## config.mk

```make
export PLATFORM = sky130hd
export DESIGN_NAME = spi_frame_slave
export DESIGN_NICKNAME = d
export VERILOG_FILES = /design/src/rtl/spi_frame_slave.sv
export SDC_FILE = /design/constraint.sdc
export NUM_CORES = 1
export LEC_CHECK = 0
export BUFFER_PORTS_ARGS = -buffer_cell sky130_fd_sc_hd__buf_2
export CAP_MARGIN = 15
export CORE_ASPECT_RATIO = 0.5
export CORE_UTILIZATION = 41
export DETAILED_ROUTE_END_ITERATION = 8
export PLACE_DENSITY = 0.6
export SYNTH_ARGS = -nofsm -noshare
export SYNTH_HDL_FRONTEND = slang
export SYNTH_SLANG_ARGS = --single-unit
```

## constraint.sdc

```tcl
create_clock -name clk -period 3.3 [get_ports clk]
set_input_delay 0.165 -clock clk [delete_from_list [all_inputs] [get_ports clk]]
set_output_delay 0.165 -clock clk [all_outputs]
set_load 0.02 [all_outputs]
```

## src/rtl/spi_frame_slave.sv

```systemverilog
// SPI frame slave: oversampled SPI receiver/transmitter with frame-length and
// message-ID checking, a wrapping valid-frame counter and an optional watchdog.
module spi_frame_slave #(
  parameter int          BUFFER_SIZE = 64,
  parameter logic [31:0] MSGID       = 32'h74697277,
  parameter int          CPOL        = 0,
  parameter int          CPHA        = 0,
  parameter logic [31:0] TIMEOUT     = 32'd0
) (
  input  logic                   clk,
  input  logic                   rst_n,
  input  logic                   sclk,
  input  logic                   sel,
  input  logic                   mosi,
  output logic                   miso,
  input  logic [BUFFER_SIZE-1:0] tx_data,
  output logic [BUFFER_SIZE-1:0] rx_data,
  output logic                   sync,
  output logic                   err_len,
  output logic                   err_id,
  output logic                   timeout,
  output logic [15:0]            frame_cnt
);
  typedef enum logic [1:0] {IDLE, SHIFT, CHECK} state_t;

  localparam logic [15:0] FRAME_LEN = 16'(BUFFER_SIZE);
  localparam logic        SCLK_IDLE = (CPOL != 0);

  state_t                 state_q, state_d;
  logic [2:0]             sclk_s_q, sel_s_q;
  // Only stages 0 and 1 of the mosi synchroniser are ever observed.
  logic [1:0]             mosi_s_q;
  logic [BUFFER_SIZE-1:0] rx_sh_q, rx_sh_d;
  logic [BUFFER_SIZE-1:0] tx_sh_q, tx_sh_d;
  logic [BUFFER_SIZE-1:0] rx_data_q, rx_data_d;
  logic [15:0]            bit_cnt_q, bit_cnt_d;
  logic [15:0]            frame_cnt_q, frame_cnt_d;
  logic [31:0]            wd_q, wd_d;
  logic                   first_q, first_d;
  logic                   late_q, late_d;
  logic                   sync_q, sync_d;
  logic                   err_len_q, err_len_d;
  logic                   err_id_q, err_id_d;

  logic sclk_rise, sclk_fall, sel_rise, sel_fall;
  logic lead_edge, trail_edge, sample_edge, shift_edge;

  assign sclk_rise   = sclk_s_q[1] & ~sclk_s_q[2];
  assign sclk_fall   = ~sclk_s_q[1] & sclk_s_q[2];
  assign sel_rise    = sel_s_q[1] & ~sel_s_q[2];
  assign sel_fall    = ~sel_s_q[1] & sel_s_q[2];
  assign lead_edge   = (CPOL != 0) ? sclk_fall : sclk_rise;
  assign trail_edge  = (CPOL != 0) ? sclk_rise : sclk_fall;
  assign sample_edge = (CPHA != 0) ? trail_edge : lead_edge;
  assign shift_edge  = (CPHA != 0) ? lead_edge : trail_edge;

  always_ff @(posedge clk or negedge rst_n) begin
    if (!rst_n) begin
      sclk_s_q <= {3{SCLK_IDLE}};
      sel_s_q  <= 3'b111;
      mosi_s_q <= 2'b00;
    end else begin
      sclk_s_q <= {sclk_s_q[1:0], sclk};
      sel_s_q  <= {sel_s_q[1:0], sel};
      mosi_s_q <= {mosi_s_q[0], mosi};
    end
  end

  always_comb begin
    state_d     = state_q;
    rx_sh_d     = rx_sh_q;
    tx_sh_d     = tx_sh_q;
    rx_data_d   = rx_data_q;
    bit_cnt_d   = bit_cnt_q;
    frame_cnt_d = frame_cnt_q;
    first_d     = first_q;
    late_d      = late_q;
    sync_d      = 1'b0;
    err_len_d   = 1'b0;
    err_id_d    = 1'b0;
    wd_d        = wd_q;
    if (sync_q) wd_d = '0;
    else if (wd_q != '1) wd_d = wd_q + 32'd1;

    case (state_q)
      IDLE: begin
        late_d = 1'b0;
        // A start seen during CHECK is honoured only if sel is still low.
        if (sel_fall || (late_q && !sel_s_q[1])) begin
          state_d   = SHIFT;
          bit_cnt_d = '0;
          tx_sh_d   = tx_data;
          first_d   = 1'b1;
        end
      end
      SHIFT: begin
        if (sel_rise) begin
          // Status is registered here so it is visible during the CHECK cycle.
          state_d = CHECK;
          if (bit_cnt_q != FRAME_LEN) begin
            err_len_d = 1'b1;
          end else if (rx_sh_q[BUFFER_SIZE-1 -: 32] != MSGID) begin
            err_id_d = 1'b1;
          end else begin
            sync_d      = 1'b1;
            rx_data_d   = rx_sh_q;
            frame_cnt_d = frame_cnt_q + 16'd1;
          end
        end else begin
          if (sample_edge) begin
            rx_sh_d = {rx_sh_q[BUFFER_SIZE-2:0], mosi_s_q[1]};
            if (bit_cnt_q != 16'hFFFF) bit_cnt_d = bit_cnt_q + 16'd1;
          end
          if (shift_edge) begin
            if ((CPHA != 0) && first_q) first_d = 1'b0;
            else tx_sh_d = {tx_sh_q[BUFFER_SIZE-2:0], 1'b0};
          end
        end
      end
      CHECK: begin
        state_d = IDLE;
        late_d  = sel_fall;
      end
      default: state_d = IDLE;
    endcase
  end

  always_ff @(posedge clk or negedge rst_n) begin
    if (!rst_n) begin
      state_q     <= IDLE;
      rx_sh_q     <= '0;
      tx_sh_q     <= '0;
      rx_data_q   <= '0;
      bit_cnt_q   <= '0;
      frame_cnt_q <= '0;
      wd_q        <= '0;
      first_q     <= 1'b0;
      late_q      <= 1'b0;
      sync_q      <= 1'b0;
      err_len_q   <= 1'b0;
      err_id_q    <= 1'b0;
    end else begin
      state_q     <= state_d;
      rx_sh_q     <= rx_sh_d;
      tx_sh_q     <= tx_sh_d;
      rx_data_q   <= rx_data_d;
      bit_cnt_q   <= bit_cnt_d;
      frame_cnt_q <= frame_cnt_d;
      wd_q        <= wd_d;
      first_q     <= first_d;
      late_q      <= late_d;
      sync_q      <= sync_d;
      err_len_q   <= err_len_d;
      err_id_q    <= err_id_d;
    end
  end

  assign miso      = (state_q == SHIFT) & tx_sh_q[BUFFER_SIZE-1];
  assign rx_data   = rx_data_q;
  assign sync      = sync_q;
  assign err_len   = err_len_q;
  assign err_id    = err_id_q;
  assign frame_cnt = frame_cnt_q;
  assign timeout   = (TIMEOUT != 32'd0) && (wd_q >= TIMEOUT);
endmodule

```

**After elaboration in Yosys (flattened, before gate mapping)**

Cells that the tools add are included.

- Register bits: 238
- Bits of input ports: 69
- Word-level logic and storage cells: 73

- Reduce and logical (&&, ||, !) cells: 11
- Multiplexer cells: 24
- Add/sub/neg operators: 2
- Equal/unequal tests: 11
- Bitwise logic cells: 12

Operator list:

| operator | count |
|---|---|
| 64-bit 2-to-1 mux | 3 |
| 64-bit case mux with 2 select lines | 1 |
| 16-bit 2-to-1 mux | 4 |
| 16-bit by 1-bit adder with 16-bit output, second input constant | 2 |
| 32-bit by 31-bit != test with 1-bit output, second input constant | 1 |
| 16-bit case mux with 2 select lines | 1 |
| 16-bit != test, second input constant | 1 |
| 16-bit by 7-bit != test with 1-bit output, second input constant | 1 |
| 2-bit != test, second input constant | 6 |
| 1-bit 2-to-1 mux | 11 |
| 4-bit AND reduction | 2 |
| 1-bit NOT | 7 |
| 1-bit AND | 5 |
| 5-bit AND reduction | 1 |
| 2-bit 2-to-1 mux | 2 |
| 2-bit case mux with 2 select lines | 1 |
| 2-bit nonzero test | 2 |
| 3-bit AND reduction | 1 |
| 2-bit by 1-bit == test with 1-bit output, second input constant | 1 |
| 2-bit == test, second input constant | 1 |
| 2-bit logical NOT | 1 |
| 1-bit case mux with 2 select lines | 1 |
| 2-bit AND reduction | 1 |
| 1-bit logical AND | 1 |
| other kinds (2) | 2 |

**Depth between registers and ports, before layout**

- Depth after elaboration: 5
- Mapped depth: 9
- Gate-level depth less buffers: 8

**Worst setup path before layout**

Ideal clock, no wire load.

- Path type: register to register
- From: reg rx_sh_q[40]
- To: reg frame_cnt_q[8] (netlist: frame_cnt[8])
- Data required time: 3,170 ps
- Stages on the path, launching flop included: 6
- Data arrival time: 2,240 ps
- Setup slack: 930 ps
- Path buffers: 0
- Path through: dfrtp_1 or4b_1 nor4_2 or4b_4 or4_4 xnor2_2

- Word-level cells in the longest chain between the ends: 3

Ends and longest elaborated chain:

| what | line | source |
|---|---|---|
| start, declared | 33 | `logic [BUFFER_SIZE-1:0] rx_sh_q, rx_sh_d;` |
| start signal, assigned | 144 | `rx_sh_q <= rx_sh_d;` |
| 32-bit by 31-bit != test with 1-bit output | 102 | `end else if (rx_sh_q[BUFFER_SIZE-1 -: 32] != MSGID) begin` |
| 1-bit NOT (no line) | - |  |
| 4-bit AND reduction (no line) | - |  |
| end signal, assigned | 148 | `frame_cnt_q <= frame_cnt_d;` |
| end, declared | 37 | `logic [15:0] frame_cnt_q, frame_cnt_d;` |

No other way between the ends.
A chain may end at the register's enable or synchronous reset.

**Worst setup path after layout**

- From: reg rx_sh_q[40]
- To: reg rx_data_q[0] (netlist: rx_data[0])

- Word-level cells in the longest chain between the ends: 3

Ends and longest elaborated chain:

| what | line | source |
|---|---|---|
| 32-bit by 31-bit != test with 1-bit output | 102 |  |
| 1-bit NOT (no line) | - |  |
| 4-bit AND reduction (no line) | - |  |
| end signal, assigned | 146 | `rx_data_q <= rx_data_d;` |
| end, declared | 35 | `logic [BUFFER_SIZE-1:0] rx_data_q, rx_data_d;` |

No other way between the ends.

==> metrics.yaml <==
pwr:
  p_sw_w: 0.00180
  vdd_drop_max_mv: 0.333
  internal_power_w: 0.00508
  power_density_nw_per_um2: 568
  p_comb_share_pct: 12.8
  p_clk_share_pct: 36.9
  cellLeakagePower_nw: 6.24
  p_sw_share_pct: 26.2
  p_seq_share_pct: 50.3
synth:
  synthCells: 980
  synth_area_leaders: "dfrtp_1, nand2_1, a31oi_1"
  ys_ff_latch: 238
  synth_top_area_cell: "dfrtp_1"
  synth_flop_cell: "dfrtp_1"
  synth_edf_count: 0
  synth_top_cell_area_share_pct: 60.9
  async_flop_share_pct: 100
  yosysWarnings: 0
  synth_cell_types: 46
  syn_area_per_cell_um2: 9.85
  ys_seq_area_share_pct: 61.7
  synth_area_um2: 9660
  syn_nets: 1052
clock_network:
  h-tree-depth: 1
  tritoncts: "built"
  post_cts_resized: 0
  clk_pin_slew_ns: 0.07
  clk-insertion-delay-late_ns: 0.52
  clockBufferDepth: 3
  root_buffer: "clkbuf_16"
  cts_buffers: 22
  cts_sinks: 238
detailed_routing:
  viasPerCell: 4.90
  drtAntennaViolNets: 0
  drtIter0Drc: 615
  drt-wirelength-per-cell_um: 14.2
  drt-total-wl_mm: 21.4
  drcViolationCount: 0
  first_pass_iters: 4
  route.vias.total: 7362
worst_setup_path:
  path_class: "flop to flop"
  crit_start: "rx_sh_q[40]"
  arrival_ns: 3.26
  worstPathMaxFanout: 42
  rrSetupSlack_ns: 0.45
  r2r_cells: 6
  required_ns: 3.70
  worstSetupEndpointType: "flop"
  worstSetupEndpoint: "rx_data[0]"
  r2r_start: "rx_sh_q[40]"
  start_kind: "flop"
  r2r-end: "rx_data[0]"
sta:
  period_share_pct: 86.4
  final-setup-viol-count: 0
  rsz0062_at_grt: "false"
  relSlewSlack_pct: 24.9
  fin_crit_ns: 2.85
  clock-skew-final_ns: 0.0224
  max_freq_mhz: 351
  hold_slack_ns: 0.257
  slew_viol_final: 0
  worstMarginPinSlew_ns: 1.13
  hold_violations: 0
  fin_tns_setup_ns: 0
  setup_ws_ns: 0.449
final_layout:
  layout-drive-gt1-share_pct: 20.5
  area_delta_synth_final_pct: 25.6
  final_core_util_pct: 52.8
  diodes: 0
  num-nets-final: 1251
  final_area_um2: 12100
place:
  portBuffers: 152
  place_ws_ns: 0.436
  post_dp_cell_area_um2: 10700
  place_congestion: 0.804
  hpwlAfterDp_mm: 13.0
die:
  die_w_um: 219
  die_h_um: 111
  rows: 39
  fp.coreArea_um2: 23000
  die-area_um2: 24200
  initial_utilization_pct: 42.0
  ioPinCount: 154
global_routing:
  grt_pass1_vias: 7341
  grtUsageTotal_pct: 18.2
  grt_pass1_wl_mm: 36.5
  grt_max_degree: 128
  grt_remaining_overflow: 0
  antenna_found_initial: 0
run:
  drv_cap: 0
run_status:
  status: "finished clean"
worst_hold_path:
  hp-class: "input pin to async pin"
==> worst min path at each step <==
stage                              end  slack [ns]  depth (start not counted)
final                      tx_sh_q[41]        0.26                          2
after global routing       sclk_s_q[0]        0.28                          2
after CTS                  sclk_s_q[0]        0.26                          2
after detailed placement   tx_sh_q[41]        0.26                          1
after global placement     tx_sh_q[41]        0.26                          1
after floorplan           bit_cnt_q[0]       -0.13                          0
==> logic make-up after synthesis <==
kind of cell | after synthesis | share of synthesized area [%]
other cells | 1 | 0.0388
mux | 32 | 3.73
simple gates | 520 | 23.3
fa+ha+maj | 3 | 0.389
buf+inv | 66 | 2.73
xor+xnor | 15 | 1.44
flops | 238 | 61.7
compound gates | 105 | 6.67
==> sequential cells by signal, summed over array words and instances, names as in the netlist <==
name       flops
rx_data       64
rx_sh_q       64
tx_sh_q       64
bit_cnt_q     16
frame_cnt     16
sclk_s_q       3
sel_s_q        3
mosi_s_q       2
state_q        2
err_id         1
err_len        1
late_q         1
sync           1
==> per-layer routing <==
layer	track usage, %	share of wire (%)
met5	0	0
met4	4.44	1.9
met3	3.58	3.7
met2	29.3	47
met1	25.3	47
==> area by class of cell <==
type	count	area [µm²]
tap	307	384
inverter	10	37.5
timing repair buffer	231	1560
clock inverter	8	78.8
sequential	238	5960
fill	2039	10900
clock buffer	31	644
multi-input combinational	676	3460
==> metrics by stage <==
stage | power, W | instances
detailed placement | 0.00434 | 1394
floorplan | 0.00406 | 980
finish | 0.00688 | 1501
CTS | 0.00697 | 1501
global route | 0.00727 | 1501
global placement | 0.00430 | 1394
==> cells in the final DEF, fill, tap and decap left out, types with 9 or more instances in the layout <==
master	instances
nand2_1	340
dfrtp_1	235
buf_2	151
nor2_1	75
dlygate4sd3_1	68
a31oi_1	65
mux2_2	32
o21ai_0	24
clkbuf_16	22
nand2b_1	21
and2_1	19
nand3_1	17
xnor2_1	11
inv_1	10
buf_4	9
==> synth_stat cells (all sizes together), types with 4 or more instances <==
cell	n
nor4bb	4
inv	10
and3	5
dfrtp	235
and2	19
xnor2	12
nand3	18
nand2	340
a21oi	6
nor2	75
nor2b	5
nor3	7
nor4	5
mux2	32
nand4	6
a31oi	65
nand2b	22
o21ai	24
buf	9
clkbuf	47
==> repair_timing <==
item	4_1_cts	5_1_grt
buffers inserted	0	0
hold endpoints to repair	163	0
hold buffers	68	0
==> worst max-delay path: stages, from the launching register on <==
cell	delay (ns)
dfrtp_1	0.39
or4b_1	0.55
nor4_2	0.22
or4b_4	0.73
inv_1	0.19
buf_12	0.25
mux2_2	0.36
==> power groups by stage <==
stage / clock (W) / combinational [W] / sequential (W)
global placement: 0 / 0.000799 / 0.00350
floorplan: 0 / 0.000592 / 0.00347
finish: 0.00254 / 0.000878 / 0.00346
detailed placement: 0 / 0.000821 / 0.00352
CTS: 0.00262 / 0.000888 / 0.00346
global route: 0.00274 / 0.00102 / 0.00351
(Power assumes the default switching activity.)
